$ cat src/rtl/bcd_stopwatch.sv
// BCD mm:ss stopwatch advanced by rising edges of a synchronized slow_clk.
// Optional lap-freeze of the displayed digits: define STOPWATCH_LAP_EN.
module bcd_stopwatch #(
  parameter int unsigned SYNC_STAGES = 2
) (
  input  logic       clock_in,
  input  logic       rst_n,
  input  logic       slow_clk,
  input  logic       start_stop,
  input  logic       clear,
  input  logic       lap,
  output logic [3:0] sec_ones,
  output logic [2:0] sec_tens,
  output logic [3:0] min_ones,
  output logic [2:0] min_tens,
  output logic       running,
  output logic       rollover
);

  typedef enum logic {STOPPED = 1'b0, RUNNING = 1'b1} state_t;

  state_t                 state, state_next;
  logic [SYNC_STAGES-1:0] sync_q;
  logic                   prev_q;
  logic                   tick;
  logic                   count_en;
  logic                   wrap;

  logic [3:0] s1_q, s1_n;
  logic [2:0] s10_q, s10_n;
  logic [3:0] m1_q, m1_n;
  logic [2:0] m10_q, m10_n;

  always_ff @(posedge clock_in or negedge rst_n) begin
    if (!rst_n) begin
      sync_q <= '0;
      prev_q <= 1'b0;
    end else begin
      sync_q <= {sync_q[SYNC_STAGES-2:0], slow_clk};
      prev_q <= sync_q[SYNC_STAGES-1];
    end
  end

  assign tick     = sync_q[SYNC_STAGES-1] & ~prev_q;
  // The tick is judged against the state before any same-cycle toggle.
  assign count_en = tick & (state == RUNNING) & ~clear;

  always_comb begin
    state_next = state;
    if (clear)
      state_next = STOPPED;
    else if (start_stop)
      state_next = (state == RUNNING) ? STOPPED : RUNNING;
  end

  always_comb begin
    s1_n  = s1_q;
    s10_n = s10_q;
    m1_n  = m1_q;
    m10_n = m10_q;
    wrap  = 1'b0;
    if (s1_q != 4'd9) begin
      s1_n = s1_q + 4'd1;
    end else begin
      s1_n = '0;
      if (s10_q != 3'd5) begin
        s10_n = s10_q + 3'd1;
      end else begin
        s10_n = '0;
        if (m1_q != 4'd9) begin
          m1_n = m1_q + 4'd1;
        end else begin
          m1_n = '0;
          if (m10_q != 3'd5) begin
            m10_n = m10_q + 3'd1;
          end else begin
            m10_n = '0;
            wrap  = 1'b1;
          end
        end
      end
    end
  end

  always_ff @(posedge clock_in or negedge rst_n) begin
    if (!rst_n) begin
      state    <= STOPPED;
      running  <= 1'b0;
      rollover <= 1'b0;
      s1_q     <= '0;
      s10_q    <= '0;
      m1_q     <= '0;
      m10_q    <= '0;
    end else begin
      state    <= state_next;
      running  <= (state_next == RUNNING);
      rollover <= count_en & wrap;
      if (clear) begin
        s1_q  <= '0;
        s10_q <= '0;
        m1_q  <= '0;
        m10_q <= '0;
      end else if (count_en) begin
        s1_q  <= s1_n;
        s10_q <= s10_n;
        m1_q  <= m1_n;
        m10_q <= m10_n;
      end
    end
  end

`ifdef STOPWATCH_LAP_EN
  logic       hold_q, hold_n;
  logic       capture;
  logic [3:0] f_s1_q, f_m1_q;
  logic [2:0] f_s10_q, f_m10_q;

  always_comb begin
    hold_n  = hold_q;
    capture = 1'b0;
    if (clear) begin
      hold_n = 1'b0;
    end else if (start_stop && state == RUNNING) begin
      hold_n = 1'b0;
    end else if (lap) begin
      if (hold_q) begin
        hold_n = 1'b0;
      end else if (state == RUNNING) begin
        hold_n  = 1'b1;
        capture = 1'b1;
      end
    end
  end

  always_ff @(posedge clock_in or negedge rst_n) begin
    if (!rst_n) begin
      hold_q  <= 1'b0;
      f_s1_q  <= '0;
      f_s10_q <= '0;
      f_m1_q  <= '0;
      f_m10_q <= '0;
    end else begin
      hold_q <= hold_n;
      if (capture) begin
        f_s1_q  <= s1_q;
        f_s10_q <= s10_q;
        f_m1_q  <= m1_q;
        f_m10_q <= m10_q;
      end
    end
  end

  assign sec_ones = hold_q ? f_s1_q  : s1_q;
  assign sec_tens = hold_q ? f_s10_q : s10_q;
  assign min_ones = hold_q ? f_m1_q  : m1_q;
  assign min_tens = hold_q ? f_m10_q : m10_q;
`else
  logic lap_unused;
  assign lap_unused = lap;

  assign sec_ones = s1_q;
  assign sec_tens = s10_q;
  assign min_ones = m1_q;
  assign min_tens = m10_q;
`endif

endmodule
$ cat config.mk
export PLATFORM = sky130hd
export DESIGN_NAME = bcd_stopwatch
export DESIGN_NICKNAME = d
export VERILOG_FILES = /design/src/rtl/bcd_stopwatch.sv
export SDC_FILE = /design/constraint.sdc
export NUM_CORES = 1
export LEC_CHECK = 0
export ABC_AREA = 1
export ABC_CLOCK_PERIOD_IN_PS = 1500
export CAP_MARGIN = 20
export CORE_UTILIZATION = 49
export DETAILED_ROUTE_END_ITERATION = 10
export PLACE_DENSITY = 0.84
export SLEW_MARGIN = 20
export SYNTH_ARGS = -nofsm -noshare
export SYNTH_HDL_FRONTEND = slang
export SYNTH_SLANG_ARGS = --single-unit
$ cat constraint.sdc
create_clock -name clock_in -period 1.5 [get_ports clock_in]
set_clock_uncertainty 0.1 [all_clocks]
set_input_delay 0.225 -clock clock_in [delete_from_list [all_inputs] [get_ports clock_in]]
set_output_delay 0.225 -clock clock_in [all_outputs]
set_load 0.05 [all_outputs]
; ---- Yosys cells after proc, flatten, opt, wreduce, memory -nomap -nowiden
; Cells that the tools add are included.
; Widths: inputs -> output; s select.
[word_totals]
reg_bits = 19
in_bits = 6
output_inout_bits = 16
wordCells = 55
[classes]
add_sub_neg = 4
eq_ne = 7
mux = 25
bitwise = 6
n_reduce_logical = 5
[ops]
columns = operator, n
row1 = $mux 4, 8
row2 = $mux 3, 10
row3 = $add 4x1->4 const B, 2
row4 = $ne 4x4->1 const B, 2
row5 = $mux 1, 7
row6 = $add 3x1->3 const B, 2
row7 = $ne 2x2->1 const B, 3
row8 = $ne 3x3->1 const B, 2
row9 = $and 1x1->1, 4
row10 = $reduce_and 4->1, 1
row11 = $reduce_bool 2->1, 2
row12 = $reduce_and 3->1, 1
row13 = $not 1->1, 2
row14 = $reduce_and 2->1, 1

; ---- Longest topological paths before layout
; Gate-level depths: netlist of run 1.
[depth]
word_depth = 7
depth_mapped = 9
mapped_depth_nobuf = 9

; ---- Least setup slack after synthesis of run 1
; Ideal clock, no wire load.
[synth_timing]
path_kind = register to register
startpoint = register s1_q[0], in the netlist sec_ones[0]
endpoint = register m1_q[1], in the netlist min_ones[1]
setup_time_ps = 121
t_arrival_ps = 1516
required_time_ps = 1279
slack_ps = -237
path_stages_with_launch = 9
path_buffers = 0
period_less_slack_ps = 1737
cell_sequence = dfrtp_1 -> ha_1 -> nand2_1 -> nor2_1 -> nand2_2 -> nand2_4 -> nand2_4 -> nand2_1 -> o21ai_2
[synth_between]
elab_chain_cells = 3
[synth_rtl]
columns = element, line
row1 = from (decl), 29  ; logic [3:0] s1_q, s1_n;
row2 = from (signal assigned), 104  ; s1_q <= s1_n;
row3 = $ne 4x4->1, 62  ; if (s1_q != 4'd9) begin
row4 = $ne 2x2->1 (no source line), -
row5 = $reduce_and 3->1 (no source line), -
row6 = to (signal assigned), 106  ; m1_q <= m1_n;
row7 = to (decl), 31  ; logic [3:0] m1_q, m1_n;
; No other way between the ends.
; A chain may end at the register's enable or synchronous reset.

; ---- Final worst setup path of run 1
[layout_timing]
startpoint = register s1_q[1], in the netlist sec_ones[1]
endpoint = register m1_q[0], in the netlist min_ones[0]
; The elaborated chain is that of the path after synthesis.

==> metrics.txt, run 1 <==
most used cell, CP nand2_4; Leak 0.761 nW; number of cell rows 16; io pins 22; peak supply drop between 0.001 and 0.0015 V; Post-Place Cells 173; Final Slew Violations 0; CP Cell Sequence inv_2 > ha_4 > nand2_4 > nor2_4 > nand2_4 > nand2_4 > nand2_4 > nand2_1 > nand2_1; vias per cell 5.24; slowest CP cell dfrtp_2; Bufs on Longest Clock Path 2; first-pass GRT wire length around 3.7 mm; final setup TNS 0 ns; Starting Density 51.8%; detailed placement HPWL 1.88 mm; final cell count without fillers 181; Gate Count Post-Synth between 100 and 150; Area Growth Syn to Fin 53.2%; Synth Area in Simple Gates 32.1%; Horiz. Die Dim 47.5 microns; drt wl/cell 14.1 microns; Final setup viols 0; Synth Area in Adders 2.46%; largest stage delay on the critical path between 0.4 and 0.5 ns; critical path peak fanout 6; worst skew pair latency roughly 0.3 ns; Synth Area in XOR/XNOR under 10%; pwr dens 853 nW/um^2; post-route ant nets 0; share of flip-flops with an asynchronous set or reset 100%; critical path buffer and inverter count 1; Fin Hold WS 0.150 ns; Routed Wire Length 2.55 mm; r2r worst-path depth 9; period utilisation layout 96.3%; clock sinks 19; fraction of layout cells with a size suffix above 1 34.4%; Root Driver clkbuf_4; # diodes 0; top cells by area, synth dfrtp_1 (47%), nand2_1 (10%), nand3_1 (7.4%); Top FF cell, synth dfrtp_1; sequential power share a little under half; most frequent cell after synthesis nand2_1; DIE AREA between 2000 and 2500 sq um; clock share of power 19.9%; grt total ovfl 0; Mapped Area 1020 sq um; GP Congestion 0.792; CP Class flip-flop to flip-flop; Startpoint Class flip-flop; Gate power share 33.1%; Final Hold Fails 0; port bufs 20; status finished, final reports clean; initial antenna violation count 0; post-synthesis sequential area ratio between 40% and 50%; mux cell area share after synthesis 0.985%; CTS Buf Count 3; DRT Pass-1 Iters 4; worst hold path type input pin to async pin; maxcap violations 0; Switching Share 35.1%; area share of the largest cell type after synthesis 46.8%; number of hold buffers added after cts 0; combinational family with the most area after synthesis simple AND/OR/NAND/NOR gates; largest net degree at the start of global routing 20; Synth Area per Inst 8.47 sq um; Core Region 1960 sq um; CTS tree built; relative slew slack 73.9%; Worst Max-Slew Pin Slew 0.392 ns; switching power around 0.47 mW; Synth area leader dfrtp_1; number of global-route vias before repair 860; syn_nets 128; Compound-Gate Fraction of Synth Area roughly 7.9%; Post-synth EDFFs 0; nets between 150 and 200; Yosys reg bits 19; Critical Path AT 1.54 ns; GR Util All Layers 24.4%; routed via count 948; synth unique cells 24; min Tclk post-route 1.44 ns; die height between 40 and 50 microns; critical path data required time 1.60 ns; synth warn 0; Max Freq 692 MHz; P_int about 0.86 mW; Clock Pin Slew Worst Setup and Hold Paths 0.11 ns; WP depth 9; drc violations 0; CP delay by family, top simple AND/OR/NAND/NOR gates; top post-synthesis cells by count nand2_1 (27), dfrtp_1 (19), nand3_1 (15); initial DRC count 15; Worst setup EP type flip-flop; CTS H-tree lvls 1
layer usage:
layer  GRT usage, %  share of wire, %  up-vias
met3           3.77               2.8        7
met2           38.9                54       26
li1               -                 -      459
met5              0                 0        -
met1           29.4                41      456
met4           19.4               2.4        0
worst paths after layout:
| path | startpoint | end | slack, ns |
|---|---|---|---|
| hold / removal | rst_n | sec_ones[1] | 0.15 |
| hold reg to reg | sync_q[0] | sync_q[1] | 0.26 |
| setup reg to reg | sec_ones[1] | min_ones[0] | 0.06 |
| max in group asynchronous | rst_n | sec_ones[0] | 0.93 |
| min in group clock_in | slow_clk | sync_q[0] | 0.25 |
| setup / recovery | sec_ones[1] | min_ones[0] | 0.06 |
kinds of logic (layout without fill, tap and decap cells):
family,Yosys count,after routing
AOI/OAI and AO/OA,11,11
xor gates and xnor gates,4,4
adders and majority gates,2,2
buffers and inverters,15,48
DFF,19,19
muxes,1,1
and+or+nand+nor,68,69
placed cells by master, fill, tap and decap left out:
| cell type | count |
|---|---|
| inv_1 | 11 |
| clkdlybuf4s50_1 | 4 |
| nand3_2 | 1 |
| a21oi_1 | 3 |
| buf_4 | 10 |
| o22ai_1 | 1 |
| clkbuf_1 | 1 |
| dfrtp_2 | 2 |
| nor2_2 | 2 |
| nor3_1 | 1 |
| nand2_1 | 23 |
| nor2_4 | 1 |
| xnor2_1 | 1 |
| nand3_4 | 1 |
| nand4_1 | 3 |
| nor2_1 | 11 |
| buf_12 | 16 |
| o21ai_0 | 3 |
| nand3b_1 | 1 |
| nand2_2 | 6 |
| ha_4 | 1 |
| o21ai_2 | 2 |
| o21bai_1 | 1 |
| inv_2 | 3 |
| xor2_1 | 3 |
| dfrtp_1 | 17 |
| nand3_1 | 15 |
| nand2_4 | 4 |
| clkbuf_4 | 3 |
| mux2i_1 | 1 |
| ha_1 | 1 |
| o21bai_4 | 1 |
final cells by class:
cell class	instances	area [sq um]
multi-input combinational	87	531
fill	122	405
sequential	19	478
timing repair buffer	30	435
clock buffer	4	26.3
inverter	14	52.6
tap	27	33.8
power groups by stage:
stage	Combinational, mW	Sequential, mW	Clock (mW)
final	0.440	0.623	0.265
after detailed placement	0.430	0.634	0
after global placement	0.418	0.627	0
after CTS	0.432	0.623	0.267
after global routing	0.469	0.632	0.290
after floorplan	0.102	0.732	0
flip-flops by register name, indices dropped and copies added, names as in the netlist:
register	cells
state	1
sec_ones	4
min_ones	4
sec_tens	3
rollover	1
prev_q	1
min_tens	3
sync_q	2
through the flow:
stage / power (mW) / setup slack [ns] / instance area, sq um / utilization (%)
global route: 1.39 / -0.000907 / 1560 / 79.3
CTS: 1.32 / 0.00510 / 1500 / 76.2
floorplan: 0.834 / -0.0413 / 1030 / -
global placement: 1.04 / -0.0169 / 1470 / 74.7
finish: 1.33 / 0.0553 / 1560 / 79.3
detailed placement: 1.06 / -0.0695 / 1470 / 74.7
timing repair:
action                                  4_1_cts  5_1_grt
endpoints found under the setup margin       10       10
gates cloned                                  0        1
pin swaps                                     0        4
endpoints found under the hold margin         0        0
buffers inserted                              0        3
gates resized for setup                       1        9
Note: power is estimated with default switching activity, not from simulation.
==> run 2, diff against run 1 <==
--- a/config.mk
+++ b/config.mk
@@ -9,6 +9,7 @@
 export ABC_CLOCK_PERIOD_IN_PS = 1500
 export CAP_MARGIN = 20
 export CORE_UTILIZATION = 49
+export CTS_CLUSTER_DIAMETER = 50
 export DETAILED_ROUTE_END_ITERATION = 10
 export PLACE_DENSITY = 0.84
 export SLEW_MARGIN = 20
==> results of run 2 <==
Final layout, timing and power as in run 1 (identical DEF).
